==> src/rtl/sbox_share_ctrl.sv <==
// sbox_share_ctrl: round-robin sharing of one merged AES S-box core among NREQ word requesters
//   clk, rst            : clock, synchronous active-high reset
//   req_valid/data/inv  : per-requester word request (word i at req_data[32i+:32])
//   req_ready           : one-hot accept, only in IDLE
//   sb_in/sb_inv/sb_in_valid, sb_out : serial byte interface to the external S-box core
//   rsp_valid/ready/data/id/inv      : substituted word response
//   busy                : any state other than IDLE
module sbox_share_ctrl #(
    parameter int NREQ     = 4,
    parameter int SBOX_LAT = 2
) (
    input  logic                     clk,
    input  logic                     rst,
    input  logic [NREQ-1:0]          req_valid,
    input  logic [32*NREQ-1:0]       req_data,
    input  logic [NREQ-1:0]          req_inv,
    output logic [NREQ-1:0]          req_ready,
    output logic [7:0]               sb_in,
    output logic                     sb_inv,
    output logic                     sb_in_valid,
    input  logic [7:0]               sb_out,
    output logic                     rsp_valid,
    input  logic                     rsp_ready,
    output logic [31:0]              rsp_data,
    output logic [$clog2(NREQ)-1:0]  rsp_id,
    output logic                     rsp_inv,
    output logic                     busy
);
    localparam int IW = $clog2(NREQ);
    localparam logic [NREQ-1:0] ONE = 1;

    typedef enum logic [1:0] {IDLE, ISSUE, DRAIN, RESP} state_t;

    state_t state, state_n;
    logic [IW-1:0] ptr, gnt, id;
    logic [31:0] word, res;
    logic [1:0] cnt, cap_k;
    logic inv, found, acc, cap_v;

    always_comb begin
        found = 1'b0;
        gnt = ptr;
        for (int i = 0; i < NREQ; i++) begin
            if (!found && req_valid[IW'((int'(ptr) + i) % NREQ)]) begin
                found = 1'b1;
                gnt = IW'((int'(ptr) + i) % NREQ);
            end
        end
    end

    assign req_ready   = (state == IDLE && found && !rst) ? ONE << gnt : '0;
    assign acc         = |(req_valid & req_ready);
    assign sb_in_valid = state == ISSUE;
    assign sb_in       = sb_in_valid ? word[8*cnt +: 8] : '0;
    assign sb_inv      = sb_in_valid & inv;
    assign rsp_valid   = state == RESP;
    assign rsp_data    = rsp_valid ? res : '0;
    assign rsp_id      = rsp_valid ? id : '0;
    assign rsp_inv     = rsp_valid & inv;
    assign busy        = state != IDLE;

    // The byte index travels alongside the valid bit so each returning
    // S-box byte lands in its own slot without looking at sb_out timing.
    if (SBOX_LAT == 0) begin : g_comb
        assign cap_v = sb_in_valid;
        assign cap_k = cnt;
    end else begin : g_pipe
        logic [SBOX_LAT-1:0] tv;
        logic [1:0] tk [SBOX_LAT];
        always_ff @(posedge clk) begin
            tk[0] <= cnt;
            for (int i = 1; i < SBOX_LAT; i++) tk[i] <= tk[i-1];
            if (rst) begin
                tv <= '0;
            end else begin
                tv[0] <= sb_in_valid;
                for (int i = 1; i < SBOX_LAT; i++) tv[i] <= tv[i-1];
            end
        end
        assign cap_v = tv[SBOX_LAT-1];
        assign cap_k = tk[SBOX_LAT-1];
    end

    always_comb begin
        state_n = state;
        unique case (state)
            IDLE:    state_n = acc ? ISSUE : IDLE;
            ISSUE:   state_n = cnt == 2'd3 ? (SBOX_LAT > 0 ? DRAIN : RESP) : ISSUE;
            DRAIN:   state_n = (cap_v && cap_k == 2'd3) ? RESP : DRAIN;
            RESP:    state_n = rsp_ready ? IDLE : RESP;
            default: state_n = IDLE;
        endcase
    end

    always_ff @(posedge clk) begin
        if (rst) begin
            state <= IDLE;
            ptr   <= '0;
            word  <= '0;
            inv   <= 1'b0;
            id    <= '0;
            cnt   <= '0;
            res   <= '0;
        end else begin
            state <= state_n;
            cnt   <= state == ISSUE ? cnt + 2'd1 : 2'd0;
            if (acc) begin
                word <= req_data[32*gnt +: 32];
                inv  <= req_inv[gnt];
                id   <= gnt;
                ptr  <= IW'((int'(gnt) + 1) % NREQ);
            end
            if (cap_v) res[8*cap_k +: 8] <= sb_out;
        end
    end
endmodule
==> config.mk <==
export PLATFORM = sky130hd
export DESIGN_NAME = sbox_share_ctrl
export DESIGN_NICKNAME = d
export VERILOG_FILES = /design/src/rtl/sbox_share_ctrl.sv
export SDC_FILE = /design/constraint.sdc
export NUM_CORES = 1
export LEC_CHECK = 0
export CORE_ASPECT_RATIO = 0.6
export CORE_MARGIN = 2
export CORE_UTILIZATION = 43
export DETAILED_ROUTE_END_ITERATION = 12
export GPL_ROUTABILITY_DRIVEN = 0
export PLACE_DENSITY = 0.81
export SLEW_MARGIN = 20
export SYNTH_ARGS = -nofsm -noshare
export SYNTH_HDL_FRONTEND = slang
export SYNTH_SLANG_ARGS = --single-unit
==> constraint.sdc <==
create_clock -name clk -period 2.4 [get_ports clk]
set_input_delay 0.36 -clock clk [delete_from_list [all_inputs] [get_ports clk]]
set_output_delay 0.36 -clock clk [all_outputs]
set_load 0.02 [all_outputs]
==> impl_results.md, run 1 <==
* Layout fillers at 830
* Synth Warn # at 0
* Syn nets at 652
* Global-route wire length before repair at 25880 um
* Synth cell types at 44
* CTS Buffer Depth at 2
* Antenna cell count at 0
* Via count at 4937
* DR WL/cell at 20.25 um
* Combinational share of power at 0.237
* Post-CTS Setup Bufs at 0
* FF-to-FF Start: state[1]
* TNS Setup at 0 ps
* Critical Path Source Type: input pin
* Drt drc at 0
* Placed instance count at 818
* CTS Hold Bufs at 0
* Async SR Flop Fraction at 0
* Fin. max-slew vios at 0
* Max Clk Rate at 426.4 MHz
* Clk_lat worst skew at 340 ps
* Die area at 11870 sq um
* CP Capture Type: primary output
* Max cap viols at 0
* Die W at 139.3 um
* CTS tree: yes
* Pleak at 2.759 nW
* Final Non-Filler Cells at 834
* Crit path kind: input pin to primary output
* Unrepaired setup endpoints after global routing: no
* Max Used Layer: met4
* Initial DRC Count at 417
* PortBufs at 197
* Initial Util at 0.4445
* Area Overhead vs Synth at 52.48%
* Clock network power share at 0.380
* Layout cells sized above 1 at 0.1928
* Total congestion overflow at 0
* Top Ports at 198
* Relative slew slack at 0.4427
* Post-DP HPWL at 12440 um
* # setup viols final at 0
* GRT Util Overall at 0.2776
* Crit. Startpoint: req_valid[0]
* Crit path time final at 2345 ps
* Sequential share of the synthesized area at 0.3347
* Post-synth top area share at 0.3347
* Clk sinks at 79
* Max IR drop VDD at 0.0003746 V
* Initial antenna violation count at 0
* Die height at 85.21 um
* Seq cells post-synth at 79
* Max Clock Skew at 3.358 ps
* Seq. cell area at 1583 sq um
* Internal Dissipation at 0.002749 W
* DR WL met3 at 1253 um
* Sw frac at 0.2671
* Switching power at 0.001002 W
* Htree depth at 3
* Hold violation count in the final report at 0
* CTS clk-pin slew, worst paths at 60 ps
* Min-Delay Startpoint: rst
* PwrDens at 520.4 nW/um^2
* Syn Area/Cell at 9.490 sq um
* Post-synth top flop: dfxtp_1
* Clock root cell: clkbuf_16
* Number of global-route vias before repair at 4785
* Vias per cell at 5.920
* Share of power burned in registers at 0.383
* Design area at 7206 sq um
* Worst hold path class: input pin to register
* Area of the multi-input gates at 2883 sq um
* Worst Max-Slew Pin Slew at 836.0 ps
* Data required, critical path at 2040 ps
* First-pass detailed-route iteration total at 5
* Syn Inst Count at 498
* Final ANT Viol Nets at 0
* Placed Instance Area at 6893 sq um
* Placement Setup Slack at -323.7 ps
* Row count at 29
* Crit-path max FO at 5
* Worst hold slack at 291.6 ps
* Top cells by area, synth: dfxtp_1, a41oi_2, a22oi_2
* Most frequent cell after synthesis: dfxtp_1
* Final period util at 0.9772
* Post-synth top cells: dfxtp_1, nor2_1, nand2_1
* Core outline area at 10630 sq um
* Worst setup margin at 54.64 ps
* Data arrival time of the critical path at 1990 ps
* Cell area after synthesis at 4726 sq um
* Yosys top cell by area: dfxtp_1
* Wire length on met2 at 7531 um
* Pin count of the biggest net entering global routing at 73
* EDFF count, synth at 0
* Num CTS Buffers at 9
* Final WL at 16890 um
* Post-CTS Resized at 12
* Status: complete, no violations
* Met1 wire length at 7520 um
* Layout net count at 844
[through the flow]
stage / power [W] / utilization
final: 0.003750 / 0.6778
after global routing: 0.003873 / 0.6778
after CTS: 0.003760 / 0.6771
after detailed placement: 0.002341 / 0.6483
after global placement: 0.002310 / 0.6483
after floorplan: 0.001912 / -
[cells by family (layout without fill, tap and decap cells)]
family                   count (synthesis)  count (layout)  share of synthesized area
AO/OA/AOI/OAI                          188             188                     0.3664
AND/OR/NAND/NOR                        159             159                     0.1771
flip-flops                              79              79                     0.3347
buffers and inverters                   56             253                    0.06036
multiplexers                             9               9                    0.04289
adder cells (fa/ha/maj)                  7               7                    0.01853
[worst paths after layout]
path                           to  slack, ps  depth (start not counted)
setup / recovery     req_ready[3]         50                          5
hold / removal             ptr[1]        290                          2
setup reg to reg          word[0]        390                          5
hold reg to reg   g_pipe.tk[0][2]        330                          0
[final cells by class]
type	instances	area share
Clock inverter	4	0.009724
Sequential cell	79	0.2197
Timing Repair Buffer	230	0.3099
Multi-Input combinational cell	363	0.4001
Tap cell	139	0.02414
Clock buffer	12	0.03282
Inverter	7	0.003646
[critical path, cell delays in order]
cell and delay (ps):
clkdlybuf4s50_1 520, nor4_4 470, nand2b_1 240, a21oi_1 60, dlygate4sd2_1 330
[power groups by stage]
stage | sequential, W | clock, W | combinational (W)
global route | 0.00144 | 0.00149 | 0.000941
floorplan | 0.00143 | 0 | 0.000486
detailed placement | 0.00146 | 0 | 0.000883
finish | 0.00143 | 0.00143 | 0.000889
CTS | 0.00143 | 0.00144 | 0.000886
global placement | 0.00145 | 0 | 0.000856
[registers in the layout, indices dropped and copies added, names as in the netlist]
signal	flops
g_pipe.tk	4
res	32
state	2
ptr	2
inv	1
g_pipe.tv	2
cnt	2
id	2
word	32
[routing by layer]
metal | vias to the layer above | track usage
met2 | 248 | 0.4416
li1 | 2260 | -
met1 | 2382 | 0.3700
met3 | 47 | 0.06490
met4 | 0 | 0.1074
met5 | - | 0
[cell usage in the layout, fill, tap and decap left out, drive strengths merged, types with 11 or more instances in the layout]
cell           instances
nand2                 42
o21bai                32
dfxtp                 79
buf                   34
clkbuf                14
a22oi                 66
nor2b                 11
and3                  36
o21ai                 40
a41oi                 34
clkdlybuf4s50        182
nor2                  45
No activity file was read; power rests on OpenSTA's default activity.
==> run 2: changes to the inputs <==
CORE_ASPECT_RATIO = 0.9   (was 0.6)
SLEW_MARGIN = default   (was 20)
==> run 2 against run 1 <==
Against the previous run:
- setup slack better by 44 ps
- first-iteration DRC count shrank 17%
- register-to-register slack got worse by 30 ps
- sequential power about the same
- clock skew is essentially flat
- flip-flop and latch count stayed put
- sequential share of layout area increased by 0.063 points
- routed wire length is 5.6% lower
- count of clock-buffer cells in the layout is 2 lower
- critical path type unchanged
==> impl_results.md, run 2 (same netlist as run 1, synthesis figures left out) <==
* Layout fillers at 885
* Slowest-stage cell, CP: clkdlybuf4s50_1
* Switching power at 0.001010 W
* # setup viols final at 0
* Max IR drop VDD at 0.0003399 V
* Max Clk Rate at 434.5 MHz
* Data arrival time of the critical path at 1940 ps
* Pin count of the biggest net entering global routing at 69
* Relative slew slack at 0.6007
* Max cap viols at 0
* Data required, critical path at 2040 ps
* Overall power at 0.003579 W
* Largest registers: res x32, word x32, g_pipe.tk x4
* Max Clock Skew at 3.687 ps
* Crit-path max FO at 11
* CTS Buffer Depth at 2
* Crit path kind: input pin to primary output
* CP Cell Sequence: clkdlybuf4s50_1, buf_6, nand2b_1, buf_4, a41oi_2, a21oi_1, dlygate4sd2_1
* Reg-to-reg slack, setup at 360 ps
* Commonest non-fill, non-tap cell in the layout: clkdlybuf4s50_1
* DR WL/cell at 19.28 um
* Share of power burned in registers at 0.400
* Critical Path Source Type: input pin
* Buf/Inv on CP at 4
* Seq. cell area at 1582 sq um
* Top Ports at 198
* Final ANT Viol Nets at 0
* Clk sinks at 79
* Unrepaired setup endpoints after global routing: no
* Drt drc at 0
* Hold violation count in the final report at 0
* CP Capture Type: primary output
* Crit. Startpoint: req_valid[2]
* Layout net count at 842
* Fin. max-slew vios at 0
* Worst hold path class: input pin to register
* GRT Util Overall at 0.2653
* Global-route wire length before repair at 24560 um
* CP endpoint: req_ready[1]
* Total congestion overflow at 0
* Layout cells sized above 1 at 0.1948
* Worst R2R End: word[20]
* Crit path max-delay family: buffers and inverters
* Initial antenna violation count at 1
* Htree depth at 3
* CP max stage delay at 490 ps
* FF-to-FF Start: ptr[0]
* CTS clk-pin slew, worst paths at 60 ps
* TNS Setup at 0 ps
* Num CTS Buffers at 9
* Area of the multi-input gates at 2897 sq um
* Clock network power share at 0.355
* Crit path time final at 2302 ps
* Combinational share of power at 0.245
* Vias per cell at 5.786
* Die W at 114.5 um
* Internal Dissipation at 0.002569 W
* Row count at 36
* Area Overhead vs Synth at 51.92%
* Number of global-route vias before repair at 4705
* Initial DRC Count at 347
* PortBufs at 197
* Clk_lat worst skew at 330 ps
* First-pass detailed-route iteration total at 5
* Worst path depth at 7
* Post-DP HPWL at 11800 um
* CTS tree: yes
* Via count at 4785
* Die height at 103.5 um
* Clock root cell: clkbuf_16
* Final WL at 15940 um
* Die area at 11850 sq um
* Final period util at 0.9590
* PwrDens at 498.5 nW/um^2
* Core outline area at 10770 sq um
* Worst Max-Slew Pin Slew at 599.0 ps
* Worst R2R Path Depth at 7
* Initial Util at 0.4390
* Most frequent cells in the layout: clkdlybuf4s50_1, dfxtp_1, nor2_1
* Pleak at 2.697 nW
* Worst hold slack at 302.2 ps
* Status: complete, no violations
* Sw frac at 0.2822
-- run 2: metrics by stage --
step	setup slack, ps	utilization	instance area, sq um	std cells
after global placement	-130.4	0.6382	6870	810
after global routing	21.95	0.6669	7179	827
final	98.29	0.6669	7179	827
after detailed placement	-200.2	0.6382	6870	810
after floorplan	515.3	-	4726	498
after CTS	22.48	0.6638	7146	826
-- run 2: power groups by stage --
stage               clock, W  sequential, W  combinational [W]
floorplan                  0        0.00143           0.000486
global placement           0        0.00145           0.000851
detailed placement         0        0.00146           0.000876
CTS                  0.00129        0.00143           0.000872
global route         0.00136        0.00143           0.000940
finish               0.00127        0.00143           0.000877
-- run 2: how the worst min path moves through the flow --
stage	end	cells after the start	slack (ps)	startpoint
after global routing	id[0]	2	320	rst
after global placement	g_pipe.tk[0][2]	0	310	g_pipe.tk[0][0]
after floorplan	g_pipe.tk[0][2]	0	310	g_pipe.tk[0][0]
after CTS	id[0]	2	300	rst
after detailed placement	g_pipe.tk[0][2]	0	320	g_pipe.tk[0][0]
final	id[0]	2	300	rst
-- run 2: area by class of cell --
type / instances / area share
Clock inverter: 6 / 0.006274
Antenna cell: 1 / 0.0003486
Timing Repair Buffer: 228 / 0.3095
Sequential cell: 79 / 0.2203
Clock buffer: 10 / 0.03329
Inverter: 7 / 0.003660
Tap cell: 133 / 0.02318
Multi-Input combinational cell: 363 / 0.4035
-- run 2: timing repair --
action,CTS,global route
endpoints found under the setup margin,12,28
hold buffers,0,0
gates cloned,0,0
hold endpoints to repair,0,0
resized for setup,13,10
setup buffers,0,0
-- run 2: worst register-to-register path, cell delays in order, from the launching register on --
cell and delay, ps:
dfxtp_1 400, buf_4 200, nor4_2 290, a22oi_2 110
o21ai_4 70, buf_4 450, a22oi_1 190, a41oi_1 240
-- run 2: per-layer routing --
metal	vias up	track usage	wire (um)
met5	-	0	0
met2	170	0.4675	8104
met4	0	0.08255	317
met1	2337	0.3315	6652
met3	20	0.05070	867
li1	2258	-	-
